`src/rtl/rv32i_decode_execute.sv`:
```
// RV32I decode (ID, combinational) and execute (EX, combinational) with the
// EX/MEM pipeline register feeding the memory stage.
module rv32i_decode_execute #(
    parameter int XLEN = 32
) (
    input  logic            clk,
    input  logic            rst,
    // ID stage
    input  logic [31:0]     id_inst,
    output logic [4:0]      rs1_addr,
    output logic [4:0]      rs2_addr,
    output logic [4:0]      rd_addr,
    output logic [2:0]      funct3,
    output logic [6:0]      funct7,
    output logic [2:0]      imm_type,
    output logic            reg_write,
    output logic            mem_read,
    output logic            mem_write,
    output logic            branch,
    output logic            jal,
    output logic            jalr,
    output logic            alu_rs2_imm,
    output logic            use_pc_add,
    output logic            load_signed,
    output logic [2:0]      branch_op,
    output logic [3:0]      alu_op,
    output logic [1:0]      wb_sel,
    output logic [1:0]      load_size,
    output logic [1:0]      store_size,
    output logic            ecall,
    output logic            ebreak,
    output logic            fence,
    // EX stage
    input  logic [XLEN-1:0] ex_pc,
    input  logic [XLEN-1:0] ex_rs1,
    input  logic [XLEN-1:0] ex_rs2,
    input  logic [XLEN-1:0] ex_imm,
    input  logic [3:0]      ex_alu_op,
    input  logic            ex_alu_rs2_imm,
    input  logic            ex_branch,
    input  logic            ex_jal,
    input  logic            ex_jalr,
    input  logic            ex_use_pc_add,
    input  logic [2:0]      ex_branch_op,
    input  logic [1:0]      ex_wb_sel,
    output logic [XLEN-1:0] ex_alu_result,
    output logic [XLEN-1:0] ex_pc_plus4,
    output logic [XLEN-1:0] ex_branch_target,
    output logic            ex_redirect_taken,
    input  logic [4:0]      ex_rd_addr,
    input  logic            ex_reg_write,
    input  logic            ex_mem_read,
    input  logic            ex_mem_write,
    input  logic            ex_load_signed,
    input  logic            ex_csr_hit,
    input  logic            ex_ecall,
    input  logic            ex_ebreak,
    input  logic            ex_fence,
    input  logic [1:0]      ex_load_size,
    input  logic [1:0]      ex_store_size,
    input  logic [XLEN-1:0] ex_csr_data,
    // EX/MEM register
    output logic [XLEN-1:0] mem_pc,
    output logic [XLEN-1:0] mem_alu_result,
    output logic [XLEN-1:0] mem_rs2_val_for_store,
    output logic [XLEN-1:0] mem_wb_candidate,
    output logic [XLEN-1:0] mem_csr_data,
    output logic [4:0]      mem_rd_addr,
    output logic [1:0]      mem_wb_sel,
    output logic [1:0]      mem_load_size,
    output logic [1:0]      mem_store_size,
    output logic            mem_reg_write,
    output logic            mem_mem_read,
    output logic            mem_mem_write,
    output logic            mem_load_signed,
    output logic            mem_csr_hit,
    output logic            mem_ecall,
    output logic            mem_ebreak,
    output logic            mem_fence
);

    typedef enum logic [6:0] {
        OPC_OP     = 7'b0110011,
        OPC_OPIMM  = 7'b0010011,
        OPC_LOAD   = 7'b0000011,
        OPC_STORE  = 7'b0100011,
        OPC_BRANCH = 7'b1100011,
        OPC_JAL    = 7'b1101111,
        OPC_JALR   = 7'b1100111,
        OPC_LUI    = 7'b0110111,
        OPC_AUIPC  = 7'b0010111,
        OPC_MISC   = 7'b0001111,
        OPC_SYSTEM = 7'b1110011
    } opcode_e;

    typedef enum logic [3:0] {
        ALU_ADD  = 4'd0,
        ALU_SUB  = 4'd1,
        ALU_SLL  = 4'd2,
        ALU_SLT  = 4'd3,
        ALU_SLTU = 4'd4,
        ALU_XOR  = 4'd5,
        ALU_SRL  = 4'd6,
        ALU_SRA  = 4'd7,
        ALU_OR   = 4'd8,
        ALU_AND  = 4'd9
    } alu_op_e;

    typedef enum logic [2:0] {
        IMM_I = 3'd0,
        IMM_S = 3'd1,
        IMM_B = 3'd2,
        IMM_U = 3'd3,
        IMM_J = 3'd4
    } imm_type_e;

    typedef enum logic [1:0] {
        WB_ALU = 2'b00,
        WB_MEM = 2'b01,
        WB_PC4 = 2'b10,
        WB_IMM = 2'b11
    } wb_sel_e;

    // alt selects SUB/SRA; OP-IMM only forwards it for the shift-right form
    function automatic alu_op_e alu_decode(input logic [2:0] f3, input logic alt);
        case (f3)
            3'b000:  return alt ? ALU_SUB : ALU_ADD;
            3'b001:  return ALU_SLL;
            3'b010:  return ALU_SLT;
            3'b011:  return ALU_SLTU;
            3'b100:  return ALU_XOR;
            3'b101:  return alt ? ALU_SRA : ALU_SRL;
            3'b110:  return ALU_OR;
            default: return ALU_AND;
        endcase
    endfunction

    logic [6:0] opcode;

    assign opcode   = id_inst[6:0];
    assign rs1_addr = id_inst[19:15];
    assign rs2_addr = id_inst[24:20];
    assign rd_addr  = id_inst[11:7];
    assign funct3   = id_inst[14:12];
    assign funct7   = id_inst[31:25];

    always_comb begin
        imm_type    = IMM_I;
        reg_write   = 1'b0;
        mem_read    = 1'b0;
        mem_write   = 1'b0;
        branch      = 1'b0;
        jal         = 1'b0;
        jalr        = 1'b0;
        alu_rs2_imm = 1'b0;
        use_pc_add  = 1'b0;
        load_signed = 1'b0;
        branch_op   = '0;
        alu_op      = ALU_ADD;
        wb_sel      = WB_ALU;
        load_size   = '0;
        store_size  = '0;
        ecall       = 1'b0;
        ebreak      = 1'b0;
        fence       = 1'b0;
        case (opcode)
            OPC_OP: begin
                reg_write = 1'b1;
                alu_op    = alu_decode(funct3, id_inst[30]);
            end
            OPC_OPIMM: begin
                reg_write   = 1'b1;
                alu_rs2_imm = 1'b1;
                alu_op      = alu_decode(funct3, (funct3 == 3'b101) && id_inst[30]);
            end
            OPC_LOAD: begin
                mem_read    = 1'b1;
                reg_write   = 1'b1;
                alu_rs2_imm = 1'b1;
                wb_sel      = WB_MEM;
                load_size   = funct3[1:0];
                load_signed = ~funct3[2];
            end
            OPC_STORE: begin
                mem_write   = 1'b1;
                alu_rs2_imm = 1'b1;
                imm_type    = IMM_S;
                store_size  = funct3[1:0];
            end
            OPC_BRANCH: begin
                branch    = 1'b1;
                branch_op = funct3;
                imm_type  = IMM_B;
            end
            OPC_JAL: begin
                jal       = 1'b1;
                reg_write = 1'b1;
                wb_sel    = WB_PC4;
                imm_type  = IMM_J;
            end
            OPC_JALR: begin
                jalr      = 1'b1;
                reg_write = 1'b1;
                wb_sel    = WB_PC4;
            end
            OPC_LUI: begin
                reg_write = 1'b1;
                wb_sel    = WB_IMM;
                imm_type  = IMM_U;
            end
            OPC_AUIPC: begin
                reg_write  = 1'b1;
                use_pc_add = 1'b1;
                imm_type   = IMM_U;
            end
            OPC_MISC: fence = 1'b1;
            // CSR forms leave reg_write low; their value arrives via csr_hit
            OPC_SYSTEM: begin
                ecall  = (id_inst == 32'h0000_0073);
                ebreak = (id_inst == 32'h0010_0073);
            end
            default: ;
        endcase
    end

    logic [XLEN-1:0] op_b;
    logic [4:0]      shamt;
    logic [XLEN-1:0] pc_imm;
    logic [XLEN-1:0] rs1_imm;
    logic            cond;
    logic [XLEN-1:0] wb_candidate;

    assign op_b    = ex_alu_rs2_imm ? ex_imm : ex_rs2;
    assign shamt   = op_b[4:0];
    assign pc_imm  = ex_pc + ex_imm;
    assign rs1_imm = ex_rs1 + ex_imm;

    always_comb begin
        ex_alu_result = '0;
        case (ex_alu_op)
            ALU_ADD:  ex_alu_result = ex_rs1 + op_b;
            ALU_SUB:  ex_alu_result = ex_rs1 - op_b;
            ALU_SLL:  ex_alu_result = ex_rs1 << shamt;
            ALU_SLT:  ex_alu_result = {{(XLEN-1){1'b0}}, $signed(ex_rs1) < $signed(op_b)};
            ALU_SLTU: ex_alu_result = {{(XLEN-1){1'b0}}, ex_rs1 < op_b};
            ALU_XOR:  ex_alu_result = ex_rs1 ^ op_b;
            ALU_SRL:  ex_alu_result = ex_rs1 >> shamt;
            ALU_SRA:  ex_alu_result = $unsigned($signed(ex_rs1) >>> shamt);
            ALU_OR:   ex_alu_result = ex_rs1 | op_b;
            ALU_AND:  ex_alu_result = ex_rs1 & op_b;
            default:  ex_alu_result = '0;
        endcase
    end

    // Branches always compare the register operands, never the immediate
    always_comb begin
        cond = 1'b0;
        case (ex_branch_op)
            3'b000:  cond = (ex_rs1 == ex_rs2);
            3'b001:  cond = (ex_rs1 != ex_rs2);
            3'b100:  cond = ($signed(ex_rs1) <  $signed(ex_rs2));
            3'b101:  cond = ($signed(ex_rs1) >= $signed(ex_rs2));
            3'b110:  cond = (ex_rs1 <  ex_rs2);
            3'b111:  cond = (ex_rs1 >= ex_rs2);
            default: cond = 1'b0;
        endcase
    end

    assign ex_pc_plus4       = ex_pc + XLEN'(4);
    assign ex_branch_target  = ex_jalr ? {rs1_imm[XLEN-1:1], 1'b0} : pc_imm;
    assign ex_redirect_taken = ex_jal | ex_jalr | (ex_branch & cond);

    always_comb begin
        if (ex_use_pc_add)
            wb_candidate = pc_imm;
        else if (ex_wb_sel == WB_PC4)
            wb_candidate = ex_pc_plus4;
        else if (ex_wb_sel == WB_IMM)
            wb_candidate = ex_imm;
        else
            wb_candidate = ex_alu_result;
    end

    always_ff @(posedge clk or posedge rst) begin
        if (rst) begin
            mem_pc                <= '0;
            mem_alu_result        <= '0;
            mem_rs2_val_for_store <= '0;
            mem_wb_candidate      <= '0;
            mem_csr_data          <= '0;
            mem_rd_addr           <= '0;
            mem_wb_sel            <= '0;
            mem_load_size         <= '0;
            mem_store_size        <= '0;
            mem_reg_write         <= 1'b0;
            mem_mem_read          <= 1'b0;
            mem_mem_write         <= 1'b0;
            mem_load_signed       <= 1'b0;
            mem_csr_hit           <= 1'b0;
            mem_ecall             <= 1'b0;
            mem_ebreak            <= 1'b0;
            mem_fence             <= 1'b0;
        end else begin
            mem_pc                <= ex_pc;
            mem_alu_result        <= ex_alu_result;
            mem_rs2_val_for_store <= ex_rs2;
            mem_wb_candidate      <= wb_candidate;
            mem_csr_data          <= ex_csr_data;
            mem_rd_addr           <= ex_rd_addr;
            mem_wb_sel            <= ex_wb_sel;
            mem_load_size         <= ex_load_size;
            mem_store_size        <= ex_store_size;
            mem_reg_write         <= ex_reg_write;
            mem_mem_read          <= ex_mem_read;
            mem_mem_write         <= ex_mem_write;
            mem_load_signed       <= ex_load_signed;
            mem_csr_hit           <= ex_csr_hit;
            mem_ecall             <= ex_ecall;
            mem_ebreak            <= ex_ebreak;
            mem_fence             <= ex_fence;
        end
    end

endmodule

```
`config.mk`:
```
export PLATFORM = sky130hd
export DESIGN_NAME = rv32i_decode_execute
export DESIGN_NICKNAME = d
export VERILOG_FILES = /design/src/rtl/rv32i_decode_execute.sv
export SDC_FILE = /design/constraint.sdc
export NUM_CORES = 1
export LEC_CHECK = 0
export BUFFER_PORTS_ARGS = -buffer_cell sky130_fd_sc_hd__clkbuf_2
export CAP_MARGIN = 20
export CELL_PAD_IN_SITES_DETAIL_PLACEMENT = 0
export CELL_PAD_IN_SITES_GLOBAL_PLACEMENT = 2
export CORE_MARGIN = 2
export CORE_UTILIZATION = 31
export DETAILED_ROUTE_END_ITERATION = 6
export GPL_ROUTABILITY_DRIVEN = 0
export PLACE_DENSITY = 0.85
export SLEW_MARGIN = 20
export SYNTH_ARGS = -nofsm -noshare
export SYNTH_HDL_FRONTEND = slang
export SYNTH_SLANG_ARGS = --single-unit
```
`constraint.sdc`:
```
create_clock -name clk -period 6.35 [get_ports clk]
set_input_delay 0.635 -clock clk [delete_from_list [all_inputs] [get_ports clk]]
set_output_delay 0.635 -clock clk [all_outputs]
set_load 0.1 [all_outputs]
```
==> metrics.yaml <==
finalSetupTns_ps: 0
synth_xor_area_frac: 0.0464
cts_hold_buffers: 0
synth-edff-count: 0
worstSetupStartpointType: "primary input"
grt_pass1_vias: 21486
wl_mm: 96.6
min_from: "ex_csr_data[24]"
portBuffers: 553
dp_slack_ps: 635
dieArea_um2: 66600
async_flop_share: 1.00
max_freq_mhz: 177
max-slew-margin-rel: 0.201
clk_pin_slew_ps: 90
peakVddDrop_uv: 186
syn-num-nets: 2938
drive_gt1_frac: 0.236
die_height_um: 258
rows: 93
ys_seq_elements: 179
synthSimpleGateAreaFrac: 0.176
clk_path_buf_depth: 2
ant_nets: 0
worstHoldPathType: "primary input to flip-flop"
drt_iter0_drc: 2669
p_leak_nw: 11.8
rsz0062_at_grt: "no"
routed_via_density: 5.78
final_common_cell: "clkbuf_2"
die_w_um: 258
synthAdderAreaFrac: 0.127
cts.repair.resized: 0
cts_buffers: 17
cp.arrival_ps: 5030
hold_end: "mem_csr_data[24]"
ys_seq_area_frac: 0.224
clock_sinks: 179
avgSynthCellArea_um2: 7.96
cts_root_buffer: "clkbuf_16"
status: "completed"
drcViolationCount: 0
core_um2: 64100
required_ps: 5710
vias: 22160
io_pins: 554
synth_top_family_by_area: "compound AO/OA/AOI/OAI gates"
synth_ff_type: "dfrtp_1"
cp-end-kind: "output pin"
fin_crit_ps: 5660
power.density_nw_per_um2: 248
post-route-period-util: 0.892
finalWorstSetupSlack_ps: 685
netlist_instances: 2512
grt_max_degree: 118
yosysUniqueCellTypes: 86
grt_usage: 0.279
path_max_fanout: 52
drtPass1Iterations: 6
synth_warnings: 0
synthMuxAreaShare: 0.105
initial_utilization: 0.312
dp_hpwl_mm: 78.4
h-tree-depth: 4
grt-ovfl-total: 0
cts_setup_buffers: 0
layout_common_cells: "clkbuf_2 (522), nand2_1 (273), a21oi_1 (217)"
maxCapViolCount: 0
cts_tree: "built"
tightest_slew_ps: 1190
grt_antenna_before_repair: 4
hold_viol_final: 0
grt_pass1_wl_mm: 141
layout.nets: 3388
maxSlewViolCount: 0
syn2layout_area_growth_pct: 22.0
synthesis.area_um2: 20000
hold_depth: 1
power_mw: 6.04
synth_compound_area_frac: 0.252
wl_per_cell_um: 25.2
setup_viol: 0
critPathKind: "primary input to output pin"
[Yosys cell counts (19+ instances only)]
library cell	instances	area [um2]
a211oi_1	40	300
a21o_1	43	323
a21oi_1	217	1090
a221oi_1	21	184
a31oi_1	31	194
and2_1	20	125
and3_1	26	163
buf_2	32	160
buf_4	33	248
clkbuf_1	83	312
dfrtp_1	179	4480
ha_1	197	2460
inv_1	141	529
mux2_2	19	214
mux2i_1	130	1300
mux4_2	19	428
nand2_1	273	1020
nand2b_1	26	163
nand3_1	51	255
nand4_1	24	150
nor2_1	209	785
nor2b_1	27	169
nor3_1	46	230
o211ai_1	29	218
o21a_1	54	405
o21ai_0	151	756
o221ai_1	20	175
or3_1	21	131
xnor2_1	67	587
xor2_1	39	342
[state kept, by name, summed over array words and instances (netlist names)]
| name | count |
|---|---|
| mem_alu_result | 32 |
| mem_csr_hit | 1 |
| mem_fence | 1 |
| mem_mem_write | 1 |
| mem_pc | 32 |
| mem_wb_candidate | 32 |
| mem_mem_read | 1 |
| mem_rs2_val_for_store | 32 |
| mem_wb_sel | 2 |
| mem_ebreak | 1 |
| mem_load_size | 2 |
| mem_store_size | 2 |
| mem_load_signed | 1 |
| mem_rd_addr | 5 |
| mem_ecall | 1 |
| mem_reg_write | 1 |
| mem_csr_data | 32 |
[where the power goes]
group          switching [mW]  internal (mW)  leakage [nW]
logic                    2.80          0.862          9.36
clock network           0.573          0.536         0.295
registers              0.0327           1.24          2.13
total                    3.41           2.64          11.8
[logic make-up (layout without fill, tap and decap cells)]
| group | after synthesis | count (layout) |
|---|---|---|
| compound gates | 772 | 772 |
| xor+xnor | 106 | 106 |
| fa+ha+maj | 201 | 201 |
| buf+inv | 312 | 775 |
| flops | 179 | 179 |
| mux | 175 | 175 |
| other cells | 0 | 3 |
| simple gates | 767 | 767 |
[cell type report]
type                       instances  area (um2)
antenna                            3        7.51
clock buffer                      17         425
clock inverter                    15         175
fill                            6694       39700
inverter                         150         573
multi-input combinational       2021       14200
sequential                       179        4480
tap                              855        1070
timing repair buffer             593        3520
[worst max-delay path by stage]
stage / start / end / slack [ps] / cells past startpoint
6_report: ex_alu_rs2_imm / ex_alu_result[22] / 690 / 15
5_1_grt: ex_alu_rs2_imm / ex_alu_result[22] / 440 / 15
4_1_cts: ex_alu_rs2_imm / ex_alu_result[31] / 590 / 15
3_5_place_dp: ex_alu_rs2_imm / ex_alu_result[31] / 640 / 15
3_3_place_gp: ex_alu_rs2_imm / ex_alu_result[31] / 670 / 15
2_1_floorplan: ex_alu_rs2_imm / ex_alu_result[15] / 20 / 17
[worst max-delay path, stage by stage]
cell and delay [ps]:
clkbuf_2 300, buf_4 500, nand2_1 100, o21a_1 160
ha_1 410, or3_1 440, a211oi_1 260, a211o_1 220
o21ai_0 110, o21ai_1 300, a31oi_1 240, a21oi_1 270
xnor2_1 90, o21ai_1 710, buf_12 260
[per-layer routing]
layer / vias to the layer above / track usage / part of all wire
met5: - / 0 / 0.00013
met4: 2 / 0.114 / 0.047
met3: 209 / 0.0561 / 0.083
met2: 1268 / 0.456 / 0.46
met1: 10695 / 0.360 / 0.41
li1: 9986 / - / -
[metrics by stage]
| step | instance area, um2 | std cells | hold slack [ps] | utilization |
|---|---|---|---|---|
| after global placement | 23800 | 3798 | 744 | 0.371 |
| after global routing | 24400 | 3832 | 267 | 0.381 |
| final | 24400 | 3833 | 279 | 0.381 |
| after floorplan | 20000 | 2512 | 666 | - |
| after detailed placement | 23800 | 3798 | 745 | 0.371 |
| after CTS | 24400 | 3830 | 264 | 0.380 |
No activity file was read; power rests on OpenSTA's default activity.
